`src/rtl/digit_serial_subtractor.sv`:
```
// Digit-serial unsigned subtractor o = x - y, LSB digit first, valid/ready on both sides.
// Define MOD_CORRECT_EN to add m back digit-serially when x < y, giving (x - y) mod m.
module digit_serial_subtractor #(
  parameter int WIDTH = 64,
  parameter int DIGIT = 16
) (
  input  logic             clk,
  input  logic             rst_n,
  input  logic             in_valid,
  output logic             in_ready,
  input  logic [WIDTH-1:0] x,
  input  logic [WIDTH-1:0] y,
  input  logic [WIDTH-1:0] m,
  output logic             out_valid,
  input  logic             out_ready,
  output logic [WIDTH-1:0] o,
  output logic             borrow
);

  localparam int NDIG = WIDTH / DIGIT;
  localparam int CW   = (NDIG > 1) ? $clog2(NDIG) : 1;
  localparam logic [CW-1:0] LAST = CW'(NDIG - 1);

  typedef enum logic [1:0] {
    IDLE,
    SUB,
`ifdef MOD_CORRECT_EN
    FIX,
`endif
    DONE
  } state_t;

  state_t           state, state_nxt;
  logic [WIDTH-1:0] xs, ys, res;
  logic [CW-1:0]    cnt;
  logic             c;
  logic             borrow_r;
  logic [DIGIT:0]   diff;
  logic             last;

  assign diff = {1'b0, xs[DIGIT-1:0]} - {1'b0, ys[DIGIT-1:0]} - {{DIGIT{1'b0}}, c};
  assign last = (cnt == LAST);

`ifdef MOD_CORRECT_EN
  logic [WIDTH-1:0] ms;
  logic [DIGIT:0]   sum;
  assign sum = {1'b0, res[DIGIT-1:0]} + {1'b0, ms[DIGIT-1:0]} + {{DIGIT{1'b0}}, c};
`else
  logic unused_m;
  assign unused_m = ^m;
`endif

  always_comb begin
    state_nxt = state;
    case (state)
      IDLE: if (in_valid) state_nxt = SUB;
      SUB: begin
        if (last) begin
`ifdef MOD_CORRECT_EN
          state_nxt = diff[DIGIT] ? FIX : DONE;
`else
          state_nxt = DONE;
`endif
        end
      end
`ifdef MOD_CORRECT_EN
      FIX: if (last) state_nxt = DONE;
`endif
      DONE: if (out_ready) state_nxt = IDLE;
      default: state_nxt = IDLE;
    endcase
  end

  always_ff @(posedge clk) begin
    if (!rst_n) begin
      state    <= IDLE;
      xs       <= '0;
      ys       <= '0;
      res      <= '0;
      cnt      <= '0;
      c        <= 1'b0;
      borrow_r <= 1'b0;
`ifdef MOD_CORRECT_EN
      ms       <= '0;
`endif
    end else begin
      state <= state_nxt;
      case (state)
        IDLE: begin
          if (in_valid) begin
            xs  <= x;
            ys  <= y;
            cnt <= '0;
            c   <= 1'b0;
`ifdef MOD_CORRECT_EN
            ms  <= m;
`endif
          end
        end
        SUB: begin
          // Result digits enter from the top so digit 0 lands at the LSB after NDIG edges.
          xs  <= xs >> DIGIT;
          ys  <= ys >> DIGIT;
          res <= (res >> DIGIT) | (WIDTH'(diff[DIGIT-1:0]) << (WIDTH - DIGIT));
          c   <= diff[DIGIT];
          cnt <= cnt + CW'(1);
          if (last) begin
            borrow_r <= diff[DIGIT];
            cnt      <= '0;
            c        <= 1'b0;
          end
        end
`ifdef MOD_CORRECT_EN
        FIX: begin
          // Rotating the result through the adder replaces every digit in NDIG edges.
          ms  <= ms >> DIGIT;
          res <= (res >> DIGIT) | (WIDTH'(sum[DIGIT-1:0]) << (WIDTH - DIGIT));
          c   <= sum[DIGIT];
          cnt <= cnt + CW'(1);
          if (last) begin
            cnt <= '0;
            c   <= 1'b0;
          end
        end
`endif
        default: ;
      endcase
    end
  end

  assign in_ready  = (state == IDLE);
  assign out_valid = (state == DONE);
  assign o         = res;
  assign borrow    = borrow_r;

endmodule

```
`config.mk`:
```
export PLATFORM = sky130hd
export DESIGN_NAME = digit_serial_subtractor
export DESIGN_NICKNAME = d
export VERILOG_FILES = /design/src/rtl/digit_serial_subtractor.sv
export SDC_FILE = /design/constraint.sdc
export NUM_CORES = 1
export LEC_CHECK = 0
export CORE_MARGIN = 3
export CORE_UTILIZATION = 25
export DETAILED_ROUTE_END_ITERATION = 12
export GPL_TIMING_DRIVEN = 0
export PLACE_DENSITY = 0.44
export SETUP_SLACK_MARGIN = 0.2
export SYNTH_ARGS = -nofsm -noshare
export SYNTH_HDL_FRONTEND = slang
export SYNTH_SLANG_ARGS = --single-unit
```
`constraint.sdc`:
```
create_clock -name clk -period 3.35 [get_ports clk]
set_input_delay 0.67 -clock clk [delete_from_list [all_inputs] [get_ports clk]]
set_output_delay 0.67 -clock clk [all_outputs]
set_load 0.02 [all_outputs]
```
Yosys cells after proc, flatten, opt, wreduce, memory -nomap -nowiden
Cells that the tools add are included.
- flip-flop bits (word level): 198
- output and inout bits: 67
- word-level logic and storage cells: 36
- add/sub/neg operators: 3
- eq/ne operators: 6
- muxes and demuxes: 14
- bitwise operators: 1
- reduce and logical (&&, ||, !) cells: 5
- operators with widths (cell ; number):
    $pmux W64 S2 ; 2
    $mux W64 ; 2
    $or A48 B64 Y64 ; 1
    $sub A16 B16 Y17 ; 1
    $sub A17 B1 Y17 ; 1
    $mux W2 ; 5
    $pmux W2 S3 ; 1
    $eq A2 B2 Y1 const B ; 2
    $ne A2 B2 Y1 const B ; 2
    $pmux W2 S2 ; 1
    $reduce_and A2 Y1 ; 2
    $reduce_and A3 Y1 ; 1
    $add A2 B1 Y2 const B ; 1
    $eq A2 B1 Y1 const B ; 1
    $logic_not A2 Y1 ; 1
    $mux W1 ; 2
    $ne A2 B1 Y1 const B ; 1
    $pmux W1 S2 ; 1
    $reduce_bool A2 Y1 ; 1

Logic depth before layout (Yosys ltp)
Gate-level depths: netlist of the first run.
- word-level depth: 4
- mapped depth: 10
- depth with buffers taken out: 10

Worst setup path after synthesis of the first run
No wires, ideal clock.
- path kind: reg-to-reg
- from: register c
- to: register res[62], in the netlist o[62]
- arrival time: 2.408 ns
- required time: 3.283 ns
- setup slack: 0.875 ns
- stages on the path, launching flop included: 10
- path buffers: 0
- clock period less this slack: 2.475 ns
- cells stage by stage: dfxtp_1 > inv_1 > fa_1 > fa_1 > nor3b_1 > o21ai_2 > a31oi_2 > o21a_2 > mux2_4 > o21ai_2
- word-level cells in the longest chain between the ends: 2
- ends and longest elaborated chain (what ; RTL line ; RTL):
    start, declared ; 36 ; logic c;
    start signal, assigned ; 105 ; c <= diff[DIGIT];
    $sub A17 B1 Y17 ; 41 ; assign diff = {1'b0, xs[DIGIT-1:0]} - {1'b0, ys[DIGIT-1:0]} - {{DIGIT{1'b0}}, c};
    $or A48 B64 Y64 ; 104 ; res <= (res >> DIGIT) | (WIDTH'(diff[DIGIT-1:0]) << (WIDTH - DIGIT));
    end signal, assigned ; 104 ;
    end, declared ; 34 ; logic [WIDTH-1:0] xs, ys, res;
No other way between the ends.
A chain may end at the register's enable or synchronous reset.

Final worst setup path of the first run
Same ends and word-level chain as after synthesis.

==> results.yml, run 1 <==
setup_path:
  crit_fanout: 4
  cp.arrival_ns: 3.17
  critPathKind: "flip-flop to flip-flop"
  cp-start-kind: "flip-flop"
  cp.required_ns: 3.74
  worst_setup_path_end_kind: "flip-flop"
clock_tree:
  root_buffer: "clkbuf_16"
  clockBufferDepth: 2
  clk_pin_slew_ns: 0.08
  cts_made_buffers: 17
  cts_sinks: 198
  cts-resized-gates: 0
  holdBufCountCts: 0
  cts_setup_buffers: 0
  cts_tree: "done"
  insertion_delay_ns: 0.45
  h-tree-depth: 4
timing:
  max_freq_mhz: 359
  finalHoldViolations: 0
  period_share: 0.832
  worst_pin_slew_ns: 0.750
  period_needed_ns: 2.79
  rsz0062_at_grt: "false"
  maxSlewHeadroom: 0.500
  final-max-slew-violation-count: 0
  tns_ns: 0
  setup_violations: 0
  finClkSkew_ns: 0.0111
floorplanning:
  die_area_um2: 40900
  fp.dieH_um: 202
  rows: 71
  core_um2: 37800
  initial_core_util: 0.255
  dieWidth_um: 202
  boundaryPins: 263
power:
  leakage_uw: 0.00487
  power_uw: 6510
  ir_worst_vdd_v: 0.000366
  cellPowerDensity_nw_per_um2: 506
synth:
  synthDominantCellAreaShare: 0.412
  synth_cell_types: 49
  ys_warn_count: 0
  syn_nets: 1352
  synthArstFlopShare: 0
  synth_area_um2: 9620
  avgSynthCellArea_um2: 8.56
  seq_area_frac_synth: 0.412
  synthFlopType: "dfxtp_1"
  synthTopCellsByArea: "dfxtp_1 (41%), o221a_2 (11%), nor2b_1 (8.7%), a21oi_1 (5.7%), nand2_1 (4.6%)"
  ys_ff_latch: 198
  synthCells: 1123
  synth_largest_area_cell: "dfxtp_1"
  synth_edf_count: 0
cells_and_area:
  stdcell_count: 1864
  layout_common_cells: "dfxtp_1 (198), clkdlybuf4s50_1 (197), nor2b_1 (133)"
  areaGrowthSynthToFinish_pct: 33.8
  final_util: 0.341
  nets: 1568
  drive_above_1_share: 0.115
  mostFrequentLayoutCell: "dfxtp_1"
routing:
  vias_per_cell: 4.54
  wire_per_inst_um: 17.4
  drc_errors: 0
  drtAntennaViolNets: 0
  dr.pass1.iters: 4
  wl_um: 32400
  drt_iter0_drc: 345
  vias: 8455
grt:
  grt_max_degree: 18
  track_usage: 0.158
  grt_pass1_wl_um: 50800
  grt_pass1_vias: 8778
  grt_remaining_overflow: 0
  antenna_found_initial: 5
place:
  portBuffers: 197
  place_inst: 1831
  dpl.hpwl_um: 26300
  gp_congestion: 0.819
outcome:
  status: "complete, no violations"
job:
  maxCapViolations: 0
min_path:
  min_path_type: "flip-flop to flip-flop"
cell type report:
type / count / area (um2)
fillers: 3985 / 24900
repair buffers: 197 / 1970
clock buffers: 20 / 467
diodes: 1 / 2.50
clock inverters: 12 / 166
inverters: 48 / 180
multi-input cells: 777 / 5040
plain buffers: 100 / 432
well taps: 511 / 639
flip-flops and latches: 198 / 3960
sequential cells by signal (all words and copies together) (netlist names):
register	count
o	64
xs	64
ys	64
cnt	2
state	2
borrow	1
c	1
metrics by stage:
stage	setup slack (ns)	hold slack, ns	cell area, um2
after floorplan	0.875	0.473	9620
after global placement	0.542	0.451	12200
after detailed placement	0.480	0.457	12200
after CTS	0.523	0.467	12900
after global routing	0.396	0.489	12900
final	0.562	0.460	12900
power breakdown:
part | internal (uW) | switching (uW) | total (uW)
logic | 745 | 862 | 1610
clock network | 1250 | 988 | 2240
registers | 2540 | 126 | 2670
cell families (layout without fill, tap and decap cells):
| family | Yosys count | after routing | share of synthesized area |
|---|---|---|---|
| fa+ha+maj | 33 | 33 | 0.0445 |
| other cells | 0 | 1 | 0 |
| simple gates | 397 | 397 | 0.200 |
| xor+xnor | 7 | 7 | 0.00638 |
| buf+inv | 148 | 377 | 0.0636 |
| flops | 198 | 198 | 0.412 |
| mux | 2 | 2 | 0.00260 |
| compound gates | 338 | 338 | 0.271 |
path summary, 6_finish.rpt:
path	from	end	slack (ns)	cells after the start
hold / removal	o[2]	o[2]	0.46	2
setup / recovery	c	o[62]	0.56	9
hold reg to reg	o[2]	o[2]	0.46	2
setup reg to reg	c	o[62]	0.56	9
cells in the mapped netlist (all sizes together), types with 10 or more instances:
cell type	number
nand2	117
nor2	105
nor2b	133
a22oi	33
o221a	96
clkbuf	75
inv	48
buf	24
o21ai	17
nand3	10
a21oi	110
dfxtp	198
a21boi	50
ha	31
metal layers:
metal,GRT usage,share of wire
met1,0.205,0.47
met2,0.267,0.46
met3,0.0445,0.054
met4,0.0302,0.0096
met5,0,0.0021
critical path, cell delays in order (launching register included):
cell and delay, ns:
dfxtp_1 0.36, inv_1 0.07, fa_1 0.47, fa_1 0.45
nor3b_1 0.27, o21ai_2 0.12, a31oi_2 0.33, o21a_2 0.23
mux2_4 0.30, o21ai_2 0.12
No activity file was read; power rests on OpenSTA's default activity.
==> run 2, diff against run 1 <==
--- a/config.mk
+++ b/config.mk
@@ -9,7 +9,7 @@
 export CORE_UTILIZATION = 25
 export DETAILED_ROUTE_END_ITERATION = 12
 export GPL_TIMING_DRIVEN = 0
-export PLACE_DENSITY = 0.44
+export PLACE_DENSITY = 0.46
 export SETUP_SLACK_MARGIN = 0.2
 export SYNTH_ARGS = -nofsm -noshare
 export SYNTH_HDL_FRONTEND = slang
==> constraint.sdc (replaced) <==
create_clock -name clk -period 2.35 [get_ports clk]
set_input_delay 0.47 -clock clk [delete_from_list [all_inputs] [get_ports clk]]
set_output_delay 0.47 -clock clk [all_outputs]
set_load 0.02 [all_outputs]
==> run 2 against run 1 <==
  * Flip-flop and latch count did not move
  * Power increased by 47%
  * Clock skew is 0.0060 ns higher
  * Hold slack improved by 0.0032 ns
  * Global-route usage shrank 0.39 points
  * Sequential power increased by 43%
  * Sequential share of layout area is 0.73 points lower
  * Critical path type unchanged
  * Largest cell class unchanged
==> results.yml, run 2 (synthesized netlist as in run 1, its figures left out) <==
routing:
  wire_per_inst_um: 17.3
  vias_per_cell: 4.57
  drtAntennaViolNets: 0
  drc_errors: 0
  wl_um: 32400
  vias: 8555
  dr.pass1.iters: 4
  drt_iter0_drc: 316
timing:
  hold-worst-slack_ns: 0.464
  worst_pin_slew_ns: 0.702
  period_needed_ns: 2.31
  setup_ws_ns: 0.0394
  finClkSkew_ns: 0.0171
  finalHoldViolations: 0
  period_share: 0.983
  final-max-slew-violation-count: 0
  setup_violations: 0
  rsz0062_at_grt: "true"
  max_freq_mhz: 433
  maxSlewHeadroom: 0.532
  tns_ns: 0
place:
  portBuffers: 197
  dpl.hpwl_um: 26000
  place_area_um2: 12200
  gp_congestion: 0.830
  post-place-ws_ns: -0.280
floorplanning:
  dieWidth_um: 202
  boundaryPins: 263
  initial_core_util: 0.255
  die_area_um2: 40900
  fp.dieH_um: 202
  rows: 71
  core_um2: 37800
cells_and_area:
  mostFrequentLayoutCell: "clkdlybuf4s50_1"
  nets: 1579
  diodes: 0
  layout_common_cells: "clkdlybuf4s50_1 (195), dfxtp_1 (192), nor2b_1 (132)"
  drive_above_1_share: 0.159
  fin_area_um2: 13200
  areaGrowthSynthToFinish_pct: 37.3
power:
  leakage_uw: 0.00497
  power_frac_seq: 0.398
  clkPwrFrac: 0.324
  p_comb_frac: 0.279
  swShare: 0.325
  power_uw: 9570
  cellPowerDensity_nw_per_um2: 725
  power.internal_uw: 6460
  ir_worst_vdd_v: 0.000549
  p_sw_uw: 3110
setup_path:
  cpLargestDelayFamily: "adder cells"
  crit_start: "ys[0]"
  cpPeakStageDelay_ns: 0.41
  r2r_cells: 9
  r2r-end: "o[62]"
  r2r_slack_ns: 0.04
  worstPathCellList: "inv_2 -> fa_2 -> fa_2 -> nor3b_2 -> o21ai_2 -> a31oi_4 -> o21a_2 -> mux2_4 -> o21ai_2"
  reg2reg_from: "ys[0]"
  cp-start-kind: "flip-flop"
  worst_setup_path_end_kind: "flip-flop"
  worstPathBufferInverterCount: 1
  cp.required_ns: 2.74
  critPathKind: "flip-flop to flip-flop"
  crit_fanout: 4
  critPathSlowestCell: "fa_2"
  cp.arrival_ns: 2.70
clock_tree:
  root_buffer: "clkbuf_16"
  cts_made_buffers: 17
  h-tree-depth: 4
  insertion_delay_ns: 0.45
  cts_tree: "done"
  clockBufferDepth: 2
  clk_pin_slew_ns: 0.09
  cts_sinks: 198
min_path:
  min_path_type: "flip-flop to flip-flop"
  hold-path-cell-count: 2
  min_to: "o[12]"
  hold_start: "o[12]"
grt:
  grt_pass1_wl_um: 49800
  grt_remaining_overflow: 0
  track_usage: 0.154
  grt_pass1_vias: 8648
  antenna_found_initial: 4
  grt_max_degree: 21
job:
  maxCapViolations: 0
outcome:
  status: "complete, no violations"
-- run 2: cell count changes in the layout (fill, tap and decap cells not counted), sizes merged --
cell           delta
buf               +9
clkdlybuf4s50     -2
bufinv            -2
diode             -1
clkinvlp          +1
dlygate4sd2       +1
inv               +3
clkdlybuf4s15     +1
-- run 2: repair_timing --
item | in CTS | in global routing
buffers inserted | 5 | 6
hold endpoints to repair | 0 | 0
hold buffers | 0 | 0
pin swaps | 10 | 13
resized for setup | 41 | 29
endpoints found under the setup margin | 33 | 38
-- run 2: worst max path at each step --
stage / endpoint / slack (ns) / cells past startpoint
4_1_cts: o[62] / -0.04 / 9
2_1_floorplan: o[62] / 0.15 / 9
5_1_grt: borrow / -0.06 / 10
6_report: o[62] / 0.04 / 9
3_3_place_gp: ys[46] / -0.29 / 5
3_5_place_dp: ys[47] / -0.28 / 5
-- run 2: routing by layer --
layer | wire [um] | up-vias | GRT usage
met2 | 14800 | 197 | 0.255
met3 | 1560 | 24 | 0.0382
met5 | 62 | - | 0
li1 | - | 4385 | -
met1 | 15600 | 3941 | 0.206
met4 | 340 | 8 | 0.0319
-- run 2: final cells by class --
type	instances	area, um2
tap	511	639
multi-input combinational	777	5290
fill	3940	24600
timing repair buffer	208	2060
sequential	198	3970
clock inverter	14	176
inverter	48	180
clock buffer	18	439
buffer	100	444
-- run 2: worst register-to-register path, stage by stage, from the launching register on --
cell,delay [ns]
dfxtp_2,0.34
inv_2,0.04
fa_2,0.41
fa_2,0.40
nor3b_2,0.18
o21ai_2,0.10
a31oi_4,0.20
o21a_2,0.20
mux2_4,0.30
o21ai_2,0.10
-- run 2: through the flow --
| stage | instances | utilization |
|---|---|---|
| finish | 1874 | 0.350 |
| global route | 1874 | 0.350 |
| CTS | 1868 | 0.346 |
| detailed placement | 1831 | 0.324 |
| global placement | 1831 | 0.324 |
| floorplan | 1123 | - |
-- run 2: power by group through the flow --
stage / clock network, uW / logic, uW / registers, uW
floorplan: 0 / 1410 / 3900
global placement: 0 / 2300 / 3880
finish: 3100 / 2670 / 3810
detailed placement: 0 / 2310 / 3890
global route: 3290 / 2940 / 3850
CTS: 3180 / 2530 / 3810
